## config.mk

```make
export PLATFORM = sky130hd
export DESIGN_NAME = uart_buf_tx
export DESIGN_NICKNAME = d
export VERILOG_FILES = /design/src/rtl/uart_buf_tx.sv
export SDC_FILE = /design/constraint.sdc
export NUM_CORES = 1
export LEC_CHECK = 0
export ABC_AREA = 1
export CELL_PAD_IN_SITES_DETAIL_PLACEMENT = 0
export CELL_PAD_IN_SITES_GLOBAL_PLACEMENT = 1
export CORE_MARGIN = 5
export CORE_UTILIZATION = 47
export DETAILED_ROUTE_END_ITERATION = 6
export GPL_ROUTABILITY_DRIVEN = 1
export PLACE_DENSITY = 0.87
export SYNTH_ARGS = -nofsm -noshare
export SYNTH_HDL_FRONTEND = slang
export SYNTH_SLANG_ARGS = --single-unit
```

## constraint.sdc

```tcl
create_clock -name clk -period 4.7 [get_ports clk]
set_input_delay 0.47 -clock clk [delete_from_list [all_inputs] [get_ports clk]]
set_output_delay 0.47 -clock clk [all_outputs]
set_load 0.1 [all_outputs]
```

## src/rtl/uart_buf_tx.sv

```systemverilog
// ---------------------------------------------------------------------------
// uart_buf_tx
//
// Word-to-UART serializer. A 32-bit word is taken over a valid/ready
// handshake and sent as four 8N1 frames, least-significant byte first and
// each byte LSB first. A receiver that shifts every new byte in at the top
// of a 32-bit register rebuilds the original word.
//
// A one-word holding register sits in front of the serial engine. The next
// word can therefore be accepted while the current one is on the line. When
// the engine finishes a word and the holding register is full, the next word
// starts with no idle time on the line.
//
// Parameters
//   CLKS_PER_BIT : clock cycles per UART bit (>= 1). The default gives
//                  115200 baud from a 100 MHz clock.
//
// Ports
//   clk   : system clock; all logic runs on its rising edge.
//   rstn  : asynchronous active-low reset.
//   valid : data holds a word to send.
//   data  : word to transmit. It is sampled only on an accepting edge.
//   ready : holding register empty. A word is accepted on a rising edge
//           where valid && ready.
//   txd   : UART serial line, idle high, driven straight from a flop.
//   busy  : holding register full or a frame in progress.
// ---------------------------------------------------------------------------
module uart_buf_tx #(
    parameter int CLKS_PER_BIT = 868
) (
    input  logic        clk,
    input  logic        rstn,
    input  logic        valid,
    input  logic [31:0] data,
    output logic        ready,
    output logic        txd,
    output logic        busy
);

    // The extra +1 keeps the width at least 1 bit when CLKS_PER_BIT == 1.
    localparam int                BAUD_W    = $clog2(CLKS_PER_BIT + 1);
    localparam logic [BAUD_W-1:0] BAUD_LAST = BAUD_W'(CLKS_PER_BIT - 1);

    typedef enum logic [1:0] {
        IDLE  = 2'd0,
        START = 2'd1,
        DATA  = 2'd2,
        STOP  = 2'd3
    } state_t;

    state_t              state_q;
    logic [31:0]         hold_q;
    logic                hold_full_q;
    logic                ready_q;
    logic [31:0]         shift_q;
    logic [1:0]          byte_cnt_q;
    logic [2:0]          bit_cnt_q;
    logic [BAUD_W-1:0]   baud_cnt_q;
    logic                txd_q;

    logic accept;
    logic bit_end;
    logic load_word;

    // ready_q always mirrors ~hold_full_q. Because of that, an accept and an
    // engine load can never fall on the same edge.
    assign accept  = valid && ready_q;
    assign bit_end = (baud_cnt_q == BAUD_LAST);

    // The engine takes a new word in two cases. The first is from IDLE. The
    // second is at the very end of the last stop bit of a word, so that
    // consecutive words run back to back.
    assign load_word = hold_full_q &&
                       ((state_q == IDLE) ||
                        (state_q == STOP && bit_end && byte_cnt_q == 2'd3));

    always_ff @(posedge clk or negedge rstn) begin
        if (!rstn) begin
            state_q     <= IDLE;
            hold_q      <= '0;
            hold_full_q <= 1'b0;
            ready_q     <= 1'b1;
            shift_q     <= '0;
            byte_cnt_q  <= '0;
            bit_cnt_q   <= '0;
            baud_cnt_q  <= '0;
            txd_q       <= 1'b1;
        end else begin
            if (accept) begin
                hold_q      <= data;
                hold_full_q <= 1'b1;
                ready_q     <= 1'b0;
            end

            // txd_q is loaded with the level of the bit being entered. The
            // line therefore changes on the same edge as the state does.
            case (state_q)
                IDLE: begin
                    txd_q      <= 1'b1;
                    baud_cnt_q <= '0;
                end

                START: begin
                    if (bit_end) begin
                        baud_cnt_q <= '0;
                        state_q    <= DATA;
                        txd_q      <= shift_q[0];
                    end else begin
                        baud_cnt_q <= baud_cnt_q + 1'b1;
                    end
                end

                DATA: begin
                    if (bit_end) begin
                        baud_cnt_q <= '0;
                        shift_q    <= shift_q >> 1;
                        bit_cnt_q  <= bit_cnt_q + 3'd1;
                        if (bit_cnt_q == 3'd7) begin
                            state_q <= STOP;
                            txd_q   <= 1'b1;
                        end else begin
                            // shift_q[1] becomes shift_q[0] on this same edge.
                            txd_q   <= shift_q[1];
                        end
                    end else begin
                        baud_cnt_q <= baud_cnt_q + 1'b1;
                    end
                end

                STOP: begin
                    if (bit_end) begin
                        baud_cnt_q <= '0;
                        bit_cnt_q  <= '0;
                        if (byte_cnt_q != 2'd3) begin
                            // Eight shifts have already moved the next byte
                            // into shift_q[7:0].
                            byte_cnt_q <= byte_cnt_q + 2'd1;
                            state_q    <= START;
                            txd_q      <= 1'b0;
                        end else begin
                            // If the holding register is full, load_word
                            // overrides this return to IDLE below.
                            state_q <= IDLE;
                            txd_q   <= 1'b1;
                        end
                    end else begin
                        baud_cnt_q <= baud_cnt_q + 1'b1;
                    end
                end

                default: begin
                    state_q <= IDLE;
                    txd_q   <= 1'b1;
                end
            endcase

            // Placed last so that it wins over the STOP end-of-word branch.
            if (load_word) begin
                shift_q     <= hold_q;
                byte_cnt_q  <= '0;
                bit_cnt_q   <= '0;
                baud_cnt_q  <= '0;
                hold_full_q <= 1'b0;
                ready_q     <= 1'b1;
                state_q     <= START;
                txd_q       <= 1'b0;
            end
        end
    end

    assign ready = ready_q;
    assign txd   = txd_q;
    assign busy  = hold_full_q || (state_q != IDLE);

endmodule

```

## Word-level counts from Yosys, hierarchy flattened

Cells that the tools add are included.

| storage, ports and cells | value |
|---|---|
| bits in registers | 84 |
| input bits | 35 |
| word-level logic and storage cells | 76 |
| output and inout bits | 3 |

| cells by class | value |
|---|---|
| multiplexer cells | 32 |
| equal/unequal tests | 11 |
| add/subtract/negate cells | 3 |
| reductions and logical operators | 21 |

Operators with widths:

| cell | count |
|---|---|
| 2-to-1 mux 32 bit | 3 |
| 2-to-1 mux 10 bit | 2 |
| one-hot mux 10 bit (2 select lines) | 1 |
| 2-to-1 mux 2 bit | 9 |
| inequality test 3 bit (second input constant) | 4 |
| nonzero test 2 bit | 6 |
| 2-to-1 mux 1 bit | 11 |
| adder 10 x 1 -> 10 bit (second input constant) | 1 |
| equality test 10 bit (second input constant) | 1 |
| 2-to-1 mux 3 bit | 3 |
| AND reduction 3 bit | 3 |
| equality test 2 bit (second input constant) | 3 |
| one-hot mux 2 bit (3 select lines) | 1 |
| one-hot mux 3 bit (2 select lines) | 1 |
| AND reduction 5 bit | 1 |
| logical AND 1 bit | 4 |
| one-hot mux 1 bit (4 select lines) | 1 |
| nonzero test 4 bit | 1 |
| adder 3 x 1 -> 3 bit (second input constant) | 1 |
| equality test 3 bit (second input constant) | 1 |
| nonzero test 3 bit | 1 |
| OR reduction 3 bit | 1 |
| adder 2 x 1 -> 2 bit (second input constant) | 1 |
| equality test 2 x 1 -> 1 bit (second input constant) | 1 |
| other kinds (4) | 5 |

## Depth between registers and ports, before layout

| logic depth | value |
|---|---|
| depth after elaboration | 7 |
| gate-level depth with buffers | 12 |
| gate-level depth less buffers | 10 |

## Least setup slack after synthesis

OpenSTA, ideal clock, no wires.

| timing path | value |
|---|---|
| path type | register to output |
| start point | register state_q[0] |
| end point | output busy |
| required time | 4.230 ns |
| data arrival time | 1.312 ns |
| stages on the path, launching flop included | 4 |
| buffers on the path | 0 |
| slack | 2.918 ns |
| cells stage by stage | dfrtp_1 > inv_1 > ha_1 > nand2_1 |

| on the way | value |
|---|---|
| cells in the longest elaborated chain, start to end | 2 |

RTL lines:

| element | line | RTL |
|---|---|---|
| start: declaration | 51 | `state_t state_q;` |
| start signal: assignment | 79 | `state_q <= IDLE;` |
| start signal: assignment | 106 | `state_q <= DATA;` |
| start signal: assignment | 119 | `state_q <= STOP;` |
| nonzero test 2 bit | 173 | `assign busy = hold_full_q \|\| (state_q != IDLE);` |
| logical OR 1 bit | 173 |  |
| end: declaration | 37 | `output logic busy` |

No other way between the ends.

## Worst setup path in the final report

| timing path | value |
|---|---|
| start point | register hold_full_q |
| end point | output busy |

| on the way | value |
|---|---|
| cells in the longest elaborated chain, start to end | 1 |

RTL lines:

| element | line | RTL |
|---|---|---|
| start: declaration | 53 | `logic hold_full_q;` |
| start signal: assignment | 81 | `hold_full_q <= 1'b0;` |
| start signal: assignment | 91 | `hold_full_q <= 1'b1;` |
| start signal: assignment | 163 | `hold_full_q <= 1'b0;` |
| logical OR 1 bit | 173 |  |

No other way between the ends.

==> qor.json <==
{
  "route.detailed.wl_per_inst": {"value": 13.6, "unit": "um"},
  "synth_compound_gate_area_share": {"value": 7.88, "unit": "%"},
  "post-place-cells": {"value": 577},
  "die_area": {"value": 0.0108, "unit": "mm^2"},
  "netlist-cell-type-count": {"value": 28},
  "synth.cells.most_frequent": {"value": "152 x sky130_fd_sc_hd__nand2_1, 82 x sky130_fd_sc_hd__dfrtp_1, 36 x sky130_fd_sc_hd__nand3_1"},
  "numCtsBuffers": {"value": 9},
  "floorplan.die.width": {"value": 104, "unit": "um"},
  "final_hold_viol_count": {"value": 0},
  "synth_top_area_cell": {"value": "sky130_fd_sc_hd__dfrtp_1"},
  "buffer_ports.inserted": {"value": 37},
  "synth_xor_area_share": {"value": 1.49, "unit": "%"},
  "cp_slowest_cell": {"value": "sky130_fd_sc_hd__clkdlybuf4s50_1"},
  "post_synth_fa_ha_maj_area_fraction": {"value": 2.73, "unit": "%"},
  "grt_setup_unrepaired": {"value": "false"},
  "setup_tns": {"value": 0, "unit": "ns"},
  "grt.total_usage": {"value": 15.5, "unit": "%"},
  "drive_gt1_share": {"value": 13.8, "unit": "%"},
  "largest_family_of_logic_cells_by_synthesized_area": {"value": "simple AND/OR/NAND/NOR gates"},
  "timing.slew.headroom": {"value": 30.6, "unit": "%"},
  "postCtsResizedCells": {"value": 0},
  "final_nets": {"value": 524},
  "stdcell_count": {"value": 593},
  "synth_most_common_cell": {"value": "sky130_fd_sc_hd__nand2_1"},
  "synth.yosys.warnings": {"value": 0},
  "floorplan.initialDensity": {"value": 47.8, "unit": "%"},
  "synth_seq_cells": {"value": 84},
  "cts.root.buffer_cell": {"value": "sky130_fd_sc_hd__clkbuf_8"},
  "grt.overflow.total": {"value": 0},
  "cts.reportedPaths.clkPinSlew": {"value": 0.09, "unit": "ns"},
  "critical_path.max_stage_delay": {"value": 1.13, "unit": "ns"},
  "setup.worst_path.end_class": {"value": "primary output"},
  "critical_path_arrival": {"value": 2.38, "unit": "ns"},
  "grt_pass1_vias": {"value": 2996},
  "status": {"value": "complete, no violations"},
  "drt-vias-per-instance": {"value": 5.25},
  "path_cells": {"value": "buf_4 -> inv_1 -> nand2_1 -> clkdlybuf4s50_1"},
  "clock_path_buffers": {"value": 2},
  "worstRegToRegCells": {"value": 11},
  "path_depth": {"value": 4},
  "design.core.area": {"value": 0.00864, "unit": "mm^2"},
  "antenna-diode-count": {"value": 0},
  "ctsHtreeMaxLevel": {"value": 3},
  "worst_clock_skew": {"value": 0.00999, "unit": "ns"},
  "reg2reg_slack": {"value": 2.07, "unit": "ns"},
  "startpoint_type": {"value": "register"},
  "leakagePower": {"value": 2.39, "unit": "nW"},
  "r2r-end": {"value": "state_q[0]$_DFFE_PN0P_"},
  "final.fill_count": {"value": 790},
  "hold_buffers": {"value": 0},
  "clock_sink_count": {"value": 84},
  "critical_path_buf_inv_count": {"value": 3},
  "detailedRoute.firstPassIterationCount": {"value": 4},
  "yosys.area.top_type_share": {"value": 49.7, "unit": "%"},
  "cts_setup_buffers": {"value": 0},
  "mappedNetlistArea": {"value": 0.00413, "unit": "mm^2"},
  "hold_class": {"value": "primary input to asynchronous set/reset pin"},
  "syn_to_final_growth": {"value": 15.7, "unit": "%"},
  "synth.area.top_cells": {"value": "sky130_fd_sc_hd__dfrtp_1 50%, sky130_fd_sc_hd__nand2_1 14%, sky130_fd_sc_hd__mux2_2 8.7%, sky130_fd_sc_hd__o211ai_1 6.2%, sky130_fd_sc_hd__nand3_1 4.4%"},
  "insertion_delay": {"value": 0.35, "unit": "ns"},
  "synth.net_count": {"value": 497},
  "fmax": {"value": 350, "unit": "MHz"},
  "final_max_slew_viol_count": {"value": 0},
  "grt_pass1_wl": {"value": 14.2, "unit": "mm"},
  "power.density_cell_area": {"value": 313, "unit": "mW/mm^2"},
  "syn-mean-instance-area": {"value": 9.11, "unit": "um^2"},
  "cpLargestDelayFamily": {"value": "buffers and inverters"},
  "antenna_violating_nets_post_route": {"value": 0},
  "worst_slew_pin_slew": {"value": 1.04, "unit": "ns"},
  "hold_slack": {"value": 0.296, "unit": "ns"},
  "cell_count_after_synthesis": {"value": 453},
  "route.final.wire_length": {"value": 8.05, "unit": "mm"},
  "detailedRoute.firstIterationViolations": {"value": 138},
  "timing.final.setup_violations": {"value": 0},
  "synth-edff-count": {"value": 0},
  "routed-via-count": {"value": 3111},
  "std_cell_rows": {"value": 34},
  "io_pins": {"value": 38},
  "final.period_utilization": {"value": 60.7, "unit": "%"},
  "layout.core_utilization": {"value": 55.3, "unit": "%"},
  "final_period_minus_worst_setup_slack": {"value": 2.85, "unit": "ns"},
  "detailed_place_hpwl": {"value": 5.07, "unit": "mm"},
  "antenna_found_initial": {"value": 0},
  "clock_tree_from_tritoncts": {"value": "built"},
  "ir_worst_vdd": {"value": 0.000202, "unit": "V"},
  "async_flop_share": {"value": 100, "unit": "%"},
  "synth.yosys.seq_area_share": {"value": 51.0, "unit": "%"},
  "fraction_of_the_mapped_netlist_area_in_simple_logic_gates": {"value": 22.4, "unit": "%"},
  "cap_viol_max_count": {"value": 0},
  "post-route-drc-count": {"value": 0},
  "worst_path_max_fanout": {"value": 34},
  "place_congestion": {"value": 0.795},
  "postSynth.topFlopCell": {"value": "sky130_fd_sc_hd__dfrtp_1"},
  "worst-setup-path-type": {"value": "register to primary output"},
  "cp.required": {"value": 4.23, "unit": "ns"},
  "reg2reg_from": {"value": "state_q[0]$_DFFE_PN0P_"},
  "grt_max_degree": {"value": 85},
  "synth.mux.area_fraction": {"value": 8.73, "unit": "%"},
  "die_h": {"value": 104, "unit": "um"}
}
## power by group
group / switching, mW / leakage [nW] / internal (mW) / total [mW]
Clock: 0.264 / 0.122 / 0.368 / 0.631
Sequential: 0.0196 / 1.09 / 0.758 / 0.778
Combinational: 0.0323 / 1.18 / 0.0502 / 0.0825
## per-stage QoR
stage / total power [mW] / setup WS (ns) / cell area (um^2)
2_1_floorplan: 0.823 / 2.92 / 4130
3_3_place_gp: 0.875 / 2.17 / 4520
3_5_place_dp: 0.878 / 2.06 / 4520
4_1_cts: 1.51 / 1.82 / 4770
5_1_grt: 1.54 / 1.73 / 4770
6_report: 1.49 / 1.85 / 4770
## cells in the final DEF, fill, tap and decap left out
master	Yosys	routed
sky130_fd_sc_hd__mux2_2	32	32
sky130_fd_sc_hd__nor3b_1	1	1
sky130_fd_sc_hd__buf_4	3	7
sky130_fd_sc_hd__xor2_1	4	4
sky130_fd_sc_hd__clkdlybuf4s50_1	0	36
sky130_fd_sc_hd__ha_1	9	9
sky130_fd_sc_hd__o21ai_0	5	5
sky130_fd_sc_hd__nand2_1	152	152
sky130_fd_sc_hd__xnor2_1	3	3
sky130_fd_sc_hd__o21ai_2	2	2
sky130_fd_sc_hd__inv_2	2	2
sky130_fd_sc_hd__clkinv_4	0	1
sky130_fd_sc_hd__nor2_2	2	2
sky130_fd_sc_hd__nor3_2	1	1
sky130_fd_sc_hd__o21ai_1	1	1
sky130_fd_sc_hd__nand3_1	36	36
sky130_fd_sc_hd__a211oi_1	1	1
sky130_fd_sc_hd__nand4_1	4	4
sky130_fd_sc_hd__clkinvlp_4	0	1
sky130_fd_sc_hd__bufinv_16	0	3
sky130_fd_sc_hd__nor2_1	26	26
sky130_fd_sc_hd__o211ai_1	34	34
sky130_fd_sc_hd__clkinv_2	0	1
sky130_fd_sc_hd__dfrtp_1	82	82
sky130_fd_sc_hd__a21oi_1	3	3
sky130_fd_sc_hd__inv_1	21	21
sky130_fd_sc_hd__clkbuf_8	0	10
sky130_fd_sc_hd__dfstp_2	2	2
sky130_fd_sc_hd__nand2_2	2	2
sky130_fd_sc_hd__nand3_2	1	1
## final cells by class
class                      instances  area, um^2  area share [%]
timing repair buffer              43         413            8.65
tap                              108         135            2.83
clock buffer                      10         138            2.88
sequential                        84        2100            44.1
clock inverter                     6         111            2.33
inverter                          23        86.3            1.81
multi-input combinational        319        1790            37.4
## registers in the layout, summed over array words and instances (netlist names)
name	count
state_q	2
hold_full_q	1
bit_cnt_q	3
txd	1
hold_q	32
ready	1
shift_q	32
byte_cnt_q	2
baud_cnt_q	10
## cell families after synthesis
| family | count (synthesis) |
|---|---|
| muxes | 32 |
| AOI/OAI and AO/OA | 46 |
| and+or+nand+nor | 225 |
| DFF | 84 |
| xor gates and xnor gates | 7 |
| adders and majority gates | 9 |
| buffers and inverters | 50 |
## how the worst max path moves through the flow
stage	startpoint	end	slack, ns
global route	hold_full_q$_DFFE_PN0P_	busy	1.73
floorplan	state_q[0]$_DFFE_PN0P_	busy	2.92
finish	hold_full_q$_DFFE_PN0P_	busy	1.85
detailed placement	state_q[0]$_DFFE_PN0P_	state_q[0]$_DFFE_PN0P_	2.06
global placement	state_q[0]$_DFFE_PN0P_	state_q[1]$_DFFE_PN0P_	2.17
CTS	hold_full_q$_DFFE_PN0P_	busy	1.82
## per-layer routing
layer  GRT usage (%)  wire length (um)  part of all wire [%]
met3            2.74               264                   3.3
met1            21.3              3810                    47
met2            25.3              3880                    48
met5               0                 0                     0
met4            4.53                99                   1.2
Note: power is estimated with default switching activity, not from simulation.
